$ cat src/rtl/lcd_page_scheduler_if.sv
// Handshake bundle between the LCD page scheduler and its surroundings.
// The master side is the scheduler; the slave side is the content
// sources and the LCD writer.
interface lcd_page_scheduler_if;
  logic [3:0] src_req;
  logic       lcd_ready;
  logic       frame_done;
  logic       frame_start;
  logic [1:0] src_sel;
  logic       blank;
  logic       switch_pulse;
  logic       timeout_err;

  modport master (
    input  src_req, lcd_ready, frame_done,
    output frame_start, src_sel, blank, switch_pulse, timeout_err
  );

  modport slave (
    output src_req, lcd_ready, frame_done,
    input  frame_start, src_sel, blank, switch_pulse, timeout_err
  );
endinterface

$ cat src/rtl/lcd_page_scheduler.sv
// lcd_page_scheduler: decides which content source owns the shared 2x16 LCD
// and drives the writer one frame at a time. Ownership only moves at frame
// boundaries. Critical sources preempt once the current owner has been shown
// for MIN_HOLD cycles. Non-critical sources rotate every PAGE_TIME cycles.
//
// state       | meaning
// S_WAIT_INIT | writer not ready; owner and hold time are preserved
// S_DECIDE    | one-cycle owner decision; src_sel/blank/switch_pulse registered
// S_ISSUE     | frame_start high for this single cycle; watchdog cleared
// S_BUSY      | waiting for frame_done while the frame watchdog runs
module lcd_page_scheduler #(
  parameter int unsigned MIN_HOLD  = 25_000_000,
  parameter int unsigned PAGE_TIME = 100_000_000,
  parameter int unsigned FRAME_TO  = 2_000_000,
  parameter logic [3:0]  CRIT_MASK = 4'b0011
) (
  input logic                  clk,
  input logic                  rst_n,
  lcd_page_scheduler_if.master bus
);

  localparam int unsigned FW = (FRAME_TO < 2) ? 1 : $clog2(FRAME_TO);
  localparam logic [FW-1:0] FRAME_LAST = FW'(FRAME_TO - 1);

  typedef enum logic [1:0] {
    S_WAIT_INIT,
    S_DECIDE,
    S_ISSUE,
    S_BUSY
  } state_t;

  state_t        state_q;
  logic          frame_start_q;
  logic [1:0]    src_sel_q;
  logic          blank_q;
  logic          switch_q;
  logic          timeout_q;
  logic [31:0]   hold_q;
  logic [FW-1:0] frame_cnt_q;
  logic [FW-1:0] frame_cnt_inc;

  logic [3:0] crit_req;
  logic [3:0] noncrit_req;
  logic       page_hit;
  logic [1:0] page_idx;
  logic [1:0] cand;
  logic [1:0] sel_d;
  logic       blank_d;
  logic       owner_chg;

  function automatic logic [1:0] lowest_idx(input logic [3:0] v);
    logic [1:0] r;
    r = 2'd0;
    for (int i = 3; i >= 0; i--) begin
      if (v[i]) r = 2'(i);
    end
    return r;
  endfunction

  assign frame_cnt_inc = frame_cnt_q + FW'(1);

  // Owner decision for the next frame, from the live requests and hold time.
  always_comb begin
    crit_req    = bus.src_req & CRIT_MASK;
    noncrit_req = bus.src_req & ~CRIT_MASK;

    // Next active non-critical source above the owner, wrapping 3 -> 0.
    // Scanning the offsets downwards leaves the nearest one in page_idx.
    page_hit = 1'b0;
    page_idx = src_sel_q;
    cand     = 2'd0;
    for (int k = 3; k >= 1; k--) begin
      cand = src_sel_q + 2'(k);
      if (noncrit_req[cand]) begin
        page_hit = 1'b1;
        page_idx = cand;
      end
    end

    sel_d   = src_sel_q;
    blank_d = blank_q;
    if (blank_q) begin
      if (bus.src_req != 4'd0) begin
        blank_d = 1'b0;
        sel_d   = lowest_idx(bus.src_req);
      end else begin
        sel_d = 2'd0;
      end
    end else if (!bus.src_req[src_sel_q]) begin
      if (crit_req != 4'd0) begin
        sel_d = lowest_idx(crit_req);
      end else if (bus.src_req != 4'd0) begin
        sel_d = lowest_idx(bus.src_req);
      end else begin
        blank_d = 1'b1;
        sel_d   = 2'd0;
      end
    end else if (hold_q >= MIN_HOLD && crit_req != 4'd0 &&
                 (!CRIT_MASK[src_sel_q] || lowest_idx(crit_req) < src_sel_q)) begin
      sel_d = lowest_idx(crit_req);
    end else if (!CRIT_MASK[src_sel_q] && crit_req == 4'd0 &&
                 hold_q >= PAGE_TIME && page_hit) begin
      sel_d = page_idx;
    end

    owner_chg = (blank_d != blank_q) || (sel_d != src_sel_q);
  end

  // Frame sequencing FSM with registered outputs and the hold/watchdog timers.
  always_ff @(posedge clk or negedge rst_n) begin
    if (!rst_n) begin
      state_q       <= S_WAIT_INIT;
      frame_start_q <= 1'b0;
      src_sel_q     <= 2'd0;
      blank_q       <= 1'b1;
      switch_q      <= 1'b0;
      timeout_q     <= 1'b0;
      hold_q        <= '0;
      frame_cnt_q   <= '0;
    end else begin
      frame_start_q <= 1'b0;
      switch_q      <= 1'b0;
      if (hold_q != '1) hold_q <= hold_q + 32'd1;

      if (!bus.lcd_ready) begin
        state_q <= S_WAIT_INIT;
      end else begin
        case (state_q)
          S_WAIT_INIT: state_q <= S_DECIDE;
          S_DECIDE: begin
            src_sel_q     <= sel_d;
            blank_q       <= blank_d;
            switch_q      <= owner_chg;
            if (owner_chg) hold_q <= '0;
            frame_start_q <= 1'b1;
            state_q       <= S_ISSUE;
          end
          S_ISSUE: begin
            frame_cnt_q <= '0;
            state_q     <= S_BUSY;
          end
          S_BUSY: begin
            if (bus.frame_done) begin
              state_q <= S_DECIDE;
            end else if (frame_cnt_inc == FRAME_LAST) begin
              // Writer is stuck; drop back and re-arm once it is ready again.
              timeout_q <= 1'b1;
              state_q   <= S_WAIT_INIT;
            end else begin
              frame_cnt_q <= frame_cnt_inc;
            end
          end
          default: state_q <= S_WAIT_INIT;
        endcase
      end
    end
  end

  assign bus.frame_start  = frame_start_q;
  assign bus.src_sel      = src_sel_q;
  assign bus.blank        = blank_q;
  assign bus.switch_pulse = switch_q;
  assign bus.timeout_err  = timeout_q;

endmodule
$ cat src/flat_wrapper.sv
// flat-port wrapper written by rule: the top's interface ports become plain ports
module lcd_page_scheduler_flat 
#(
  parameter int unsigned MIN_HOLD  = 25_000_000,
  parameter int unsigned PAGE_TIME = 100_000_000,
  parameter int unsigned FRAME_TO  = 2_000_000,
  parameter logic [3:0]  CRIT_MASK = 4'b0011
)
  (clk, rst_n, bus_src_req, bus_lcd_ready, bus_frame_done, bus_frame_start, bus_src_sel, bus_blank, bus_switch_pulse, bus_timeout_err);
  lcd_page_scheduler_if bus_i ();
  input logic clk;
  input logic rst_n;
  input wire logic [$bits(bus_i.src_req)-1:0] bus_src_req;
  input wire logic [$bits(bus_i.lcd_ready)-1:0] bus_lcd_ready;
  input wire logic [$bits(bus_i.frame_done)-1:0] bus_frame_done;
  output wire logic [$bits(bus_i.frame_start)-1:0] bus_frame_start;
  output wire logic [$bits(bus_i.src_sel)-1:0] bus_src_sel;
  output wire logic [$bits(bus_i.blank)-1:0] bus_blank;
  output wire logic [$bits(bus_i.switch_pulse)-1:0] bus_switch_pulse;
  output wire logic [$bits(bus_i.timeout_err)-1:0] bus_timeout_err;
  assign bus_i.src_req = bus_src_req;
  assign bus_i.lcd_ready = bus_lcd_ready;
  assign bus_i.frame_done = bus_frame_done;
  assign bus_frame_start = bus_i.frame_start;
  assign bus_src_sel = bus_i.src_sel;
  assign bus_blank = bus_i.blank;
  assign bus_switch_pulse = bus_i.switch_pulse;
  assign bus_timeout_err = bus_i.timeout_err;
  lcd_page_scheduler #(.MIN_HOLD(MIN_HOLD), .PAGE_TIME(PAGE_TIME), .FRAME_TO(FRAME_TO), .CRIT_MASK(CRIT_MASK)) u_core (.clk(clk), .rst_n(rst_n), .bus(bus_i));
endmodule
$ cat config.mk
export PLATFORM = sky130hd
export DESIGN_NAME = lcd_page_scheduler_flat
export DESIGN_NICKNAME = d
export VERILOG_FILES = /design/src/rtl/lcd_page_scheduler_if.sv /design/src/rtl/lcd_page_scheduler.sv /design/src/flat_wrapper.sv
export SDC_FILE = /design/constraint.sdc
export NUM_CORES = 1
export LEC_CHECK = 0
export ABC_AREA = 1
export BUFFER_PORTS_ARGS = -buffer_cell sky130_fd_sc_hd__buf_4
export CAP_MARGIN = 20
export CORE_MARGIN = 10
export CORE_UTILIZATION = 55
export CTS_BUF_LIST = sky130_fd_sc_hd__clkbuf_2 sky130_fd_sc_hd__clkbuf_4 sky130_fd_sc_hd__clkbuf_8
export DETAILED_ROUTE_END_ITERATION = 7
export PLACE_DENSITY = 0.76
export SLEW_MARGIN = 20
export SYNTH_ARGS = -nofsm -noshare
export SYNTH_HDL_FRONTEND = slang
export SYNTH_SLANG_ARGS = --single-unit
$ cat constraint.sdc
create_clock -name clk -period 1.9 [get_ports clk]
set_input_delay 0.38 -clock clk [delete_from_list [all_inputs] [get_ports clk]]
set_output_delay 0.38 -clock clk [all_outputs]
set_load 0.01 [all_outputs]
==> impl_metrics.tcl <==
set metrics [dict create \
    slew_headroom 0.379 \
    grt_max_degree 39 \
    row_count 31 \
    synth_cell_types 35 \
    final_antenna_net_count 0 \
    cpPeakStageDelay_ns 0.41 \
    status "finished, violations left" \
    vdd_drop_max_mv 0.863 \
    nFillCells 381 \
    drive_above_1_share 0.389 \
    grt_setup_unrepaired "yes" \
    min_period_over_period 1.28 \
    track_usage 0.229 \
    clock-sinks 61 \
    seq_area_frac_synth 0.363 \
    io_pins 14 \
    gr-total-overflow 0 \
    numPortBuffers 13 \
    syn_to_final_growth_pct 48.3 \
    die_h_um 108 \
    finalHoldViolations 0 \
    cp_slowest_cell "dfrtp_1" \
    grt_pass1_wl_um 21800 \
    first_global_vias 4852 \
    core_area_um2 7330 \
    cp_cell_sequence "ha_2, nand3_4, inv_6, nand3_4, nor2_4, nand2_1, nand2_1, nand4_1, nor2_2, nand2_2, nand2_4, nand2_8, buf_6, nand3_2, nand2_1" \
    endpoint_kind "register" \
    maxSlewViolCount 0 \
    synth-seq-cells 61 \
    failed_checks "negative setup slack" \
    dp_hpwl_um 8460 \
    clock_latency_ns 0.36 \
    critical_path_required_ns 2.14 \
    n_antenna_cell 0 \
    synth-main-ff-cell "dfrtp_1" \
    htree_num_levels 3 \
    worstPathArrival_ns 2.67 \
    path_clk_slew_ns 0.08 \
    place_ws_ns -0.302 \
    ctsLongestPathBuffers 2 \
    synth_edf_count 0 \
    initial_core_util 0.575 \
    cts_root_buffer "clkbuf_8" \
    drc 0 \
    clock_skew_ns 0.0171 \
    min_path_type "primary input to register" \
    syn_area_um2 4210 \
    ys_warn_count 0 \
    via_per_inst 6.07 \
    antenna_found_initial 0 \
    gp_congestion 0.964 \
    synth-async-reset-ratio 1.00 \
    max-cap-violations 0 \
    utilization 0.852 \
    fin_crit_ns 2.42 \
    synth_nets 629 \
    p_leak_nw 2.89 \
    drt-initial-drc-count 438 \
    synth_cells 613 \
    cts_tree "done" \
    syn_avg_cell_area_um2 6.87 \
    cts_buffers 9 \
    tightestPinTransition_ns 0.931 \
    wl_per_cell_um 18.4 \
    setup_slack_ns -0.524 \
    critPathMaxFanout 7 \
    clock.fmax_mhz 413 \
    num_vias 5288 \
    num-nets-final 784 \
    worstSetupPathType "register to register" \
    finalWirelength_um 16000 \
    die_width_um 108 \
    powerDensity_nw_per_um2 1070 \
    crit_top_cell "nand2_1" \
    drtPass1Iterations 6 \
    start_kind "register" \
    die_area_um2 11600 \
    setup_violations 58 \
]
[cell families after synthesis]
logic type,count (synthesis),synth area share
adders and majority gates,8,0.0238
xor gates and xnor gates,36,0.0749
muxes,1,0.00238
and+or+nand+nor,373,0.391
buffers and inverters,77,0.0731
DFF,61,0.363
AOI/OAI and AO/OA,57,0.0719
[power by group]
part	internal [mW]	total [mW]	switching, mW
Combinational	1.59	3.75	2.16
Sequential	1.55	1.83	0.278
Clock	0.512	1.09	0.574
Total	3.65	6.66	3.01
[path summary, 6_finish.rpt]
| kind | slack, ns | endpoint | from | depth (start not counted) |
|---|---|---|---|---|
| min | 0.30 | u_core.state_q[1]$_DFFE_PN0P_ | bus_lcd_ready | 3 |
| max | -0.52 | u_core.frame_cnt_q[12]$_DFFE_PN0P_ | u_core.frame_cnt_q[1]$_DFFE_PN0P_ | 15 |
| max in group asynchronous | 0.84 | u_core.bus.blank$_DFFE_PN1P_ | rst_n | 3 |
| max reg2reg | -0.52 | u_core.frame_cnt_q[12]$_DFFE_PN0P_ | u_core.frame_cnt_q[1]$_DFFE_PN0P_ | 15 |
| min in group asynchronous | 0.50 | u_core.hold_q[13]$_DFF_PN0_ | rst_n | 2 |
| min reg2reg | 0.52 | u_core.bus.timeout_err$_DFFE_PN0P_ | u_core.bus.timeout_err$_DFFE_PN0P_ | 1 |
[routing by layer]
metal  track usage  wire length [um]
met4         0.148              1170
met1         0.256              5540
met2         0.392              7680
met5             0                 0
met3        0.0413              1600
[metrics by stage]
stage                     total power, mW  instances  area, um2  TNS [ns]  hold slack (ns)
final                                6.66        871       6250    -20.85            0.298
after global routing                 6.91        871       6250    -27.50            0.309
after CTS                            6.06        863       5920     -7.47            0.297
after detailed placement             3.89        825       5260     -9.50            0.350
after global placement               3.79        825       5260     -6.12            0.345
after floorplan                      3.06        613       4220     -1.17           0.0844
[final cells by class]
class | count | area (um2) | share of cell area
clock buffers | 11 | 145 | 0.0232
clock inverters | 4 | 25.0 | 0.00401
inverters | 64 | 245 | 0.0393
multi-input cells | 479 | 2890 | 0.463
flip-flops and latches | 61 | 1530 | 0.246
well taps | 99 | 124 | 0.0198
repair buffers | 153 | 1280 | 0.205
[cells in the final DEF, fill, tap and decap left out, types with 8 or more instances in the layout]
cell	instances
inv_2	9
nand2_2	32
dfrtp_1	55
nor4_1	8
buf_4	135
nand4_1	18
buf_6	11
nor3_1	19
clkbuf_8	10
inv_1	52
a21oi_2	27
nand3_1	38
nor2_1	69
nand2_1	144
xor2_1	29
nor2_2	10
[Yosys cell counts, types with 2 or more instances]
cell	count	area, um2
a21oi_1	38	190
o21ai_1	3	15.0
nand2_2	2	12.5
nor2_1	79	297
nand2_1	178	668
inv_2	4	15.0
xor2_1	29	254
nand2_4	2	22.5
inv_1	58	218
o21ai_0	9	45.0
o21bai_1	3	22.5
nand4_1	18	113
buf_2	3	15.0
nand3_1	46	230
dfrtp_1	60	1500
nor3_1	22	110
nor3_2	2	20.0
xnor2_1	7	61.3
nand3_2	2	20.0
ha_1	8	100
nor2_2	7	43.8
clkinv_1	2	7.51
buf_6	2	22.5
nand3b_1	2	15.0
clkbuf_1	8	30.0
nor4_1	8	50.1
or2_2	3	18.8
[registers in the layout, indices dropped and copies added, names as in the netlist]
signal and flops:
u_core.hold_q 32, u_core.bus.src_sel 2, u_core.bus.frame_start 1, u_core.state_q 2, u_core.frame_cnt_q 21, u_core.bus.timeout_err 1, u_core.bus.switch_pulse 1, u_core.bus.blank 1
[repair_timing]
action	4_1_cts	5_1_grt
pin swaps	23	27
buffers inserted	19	7
endpoints found under the hold margin	30	0
hold buffers	1	0
resized for setup	75	69
endpoints found under the setup margin	56	58
cloned	3	5
[worst max-delay path: cells and delay by family (launching register included)]
family        cells  cell delay [ns]
flops             1             0.41
fa+ha+maj         1             0.23
buf+inv           2             0.29
simple gates     12             1.36
(Power assumes the default switching activity.)
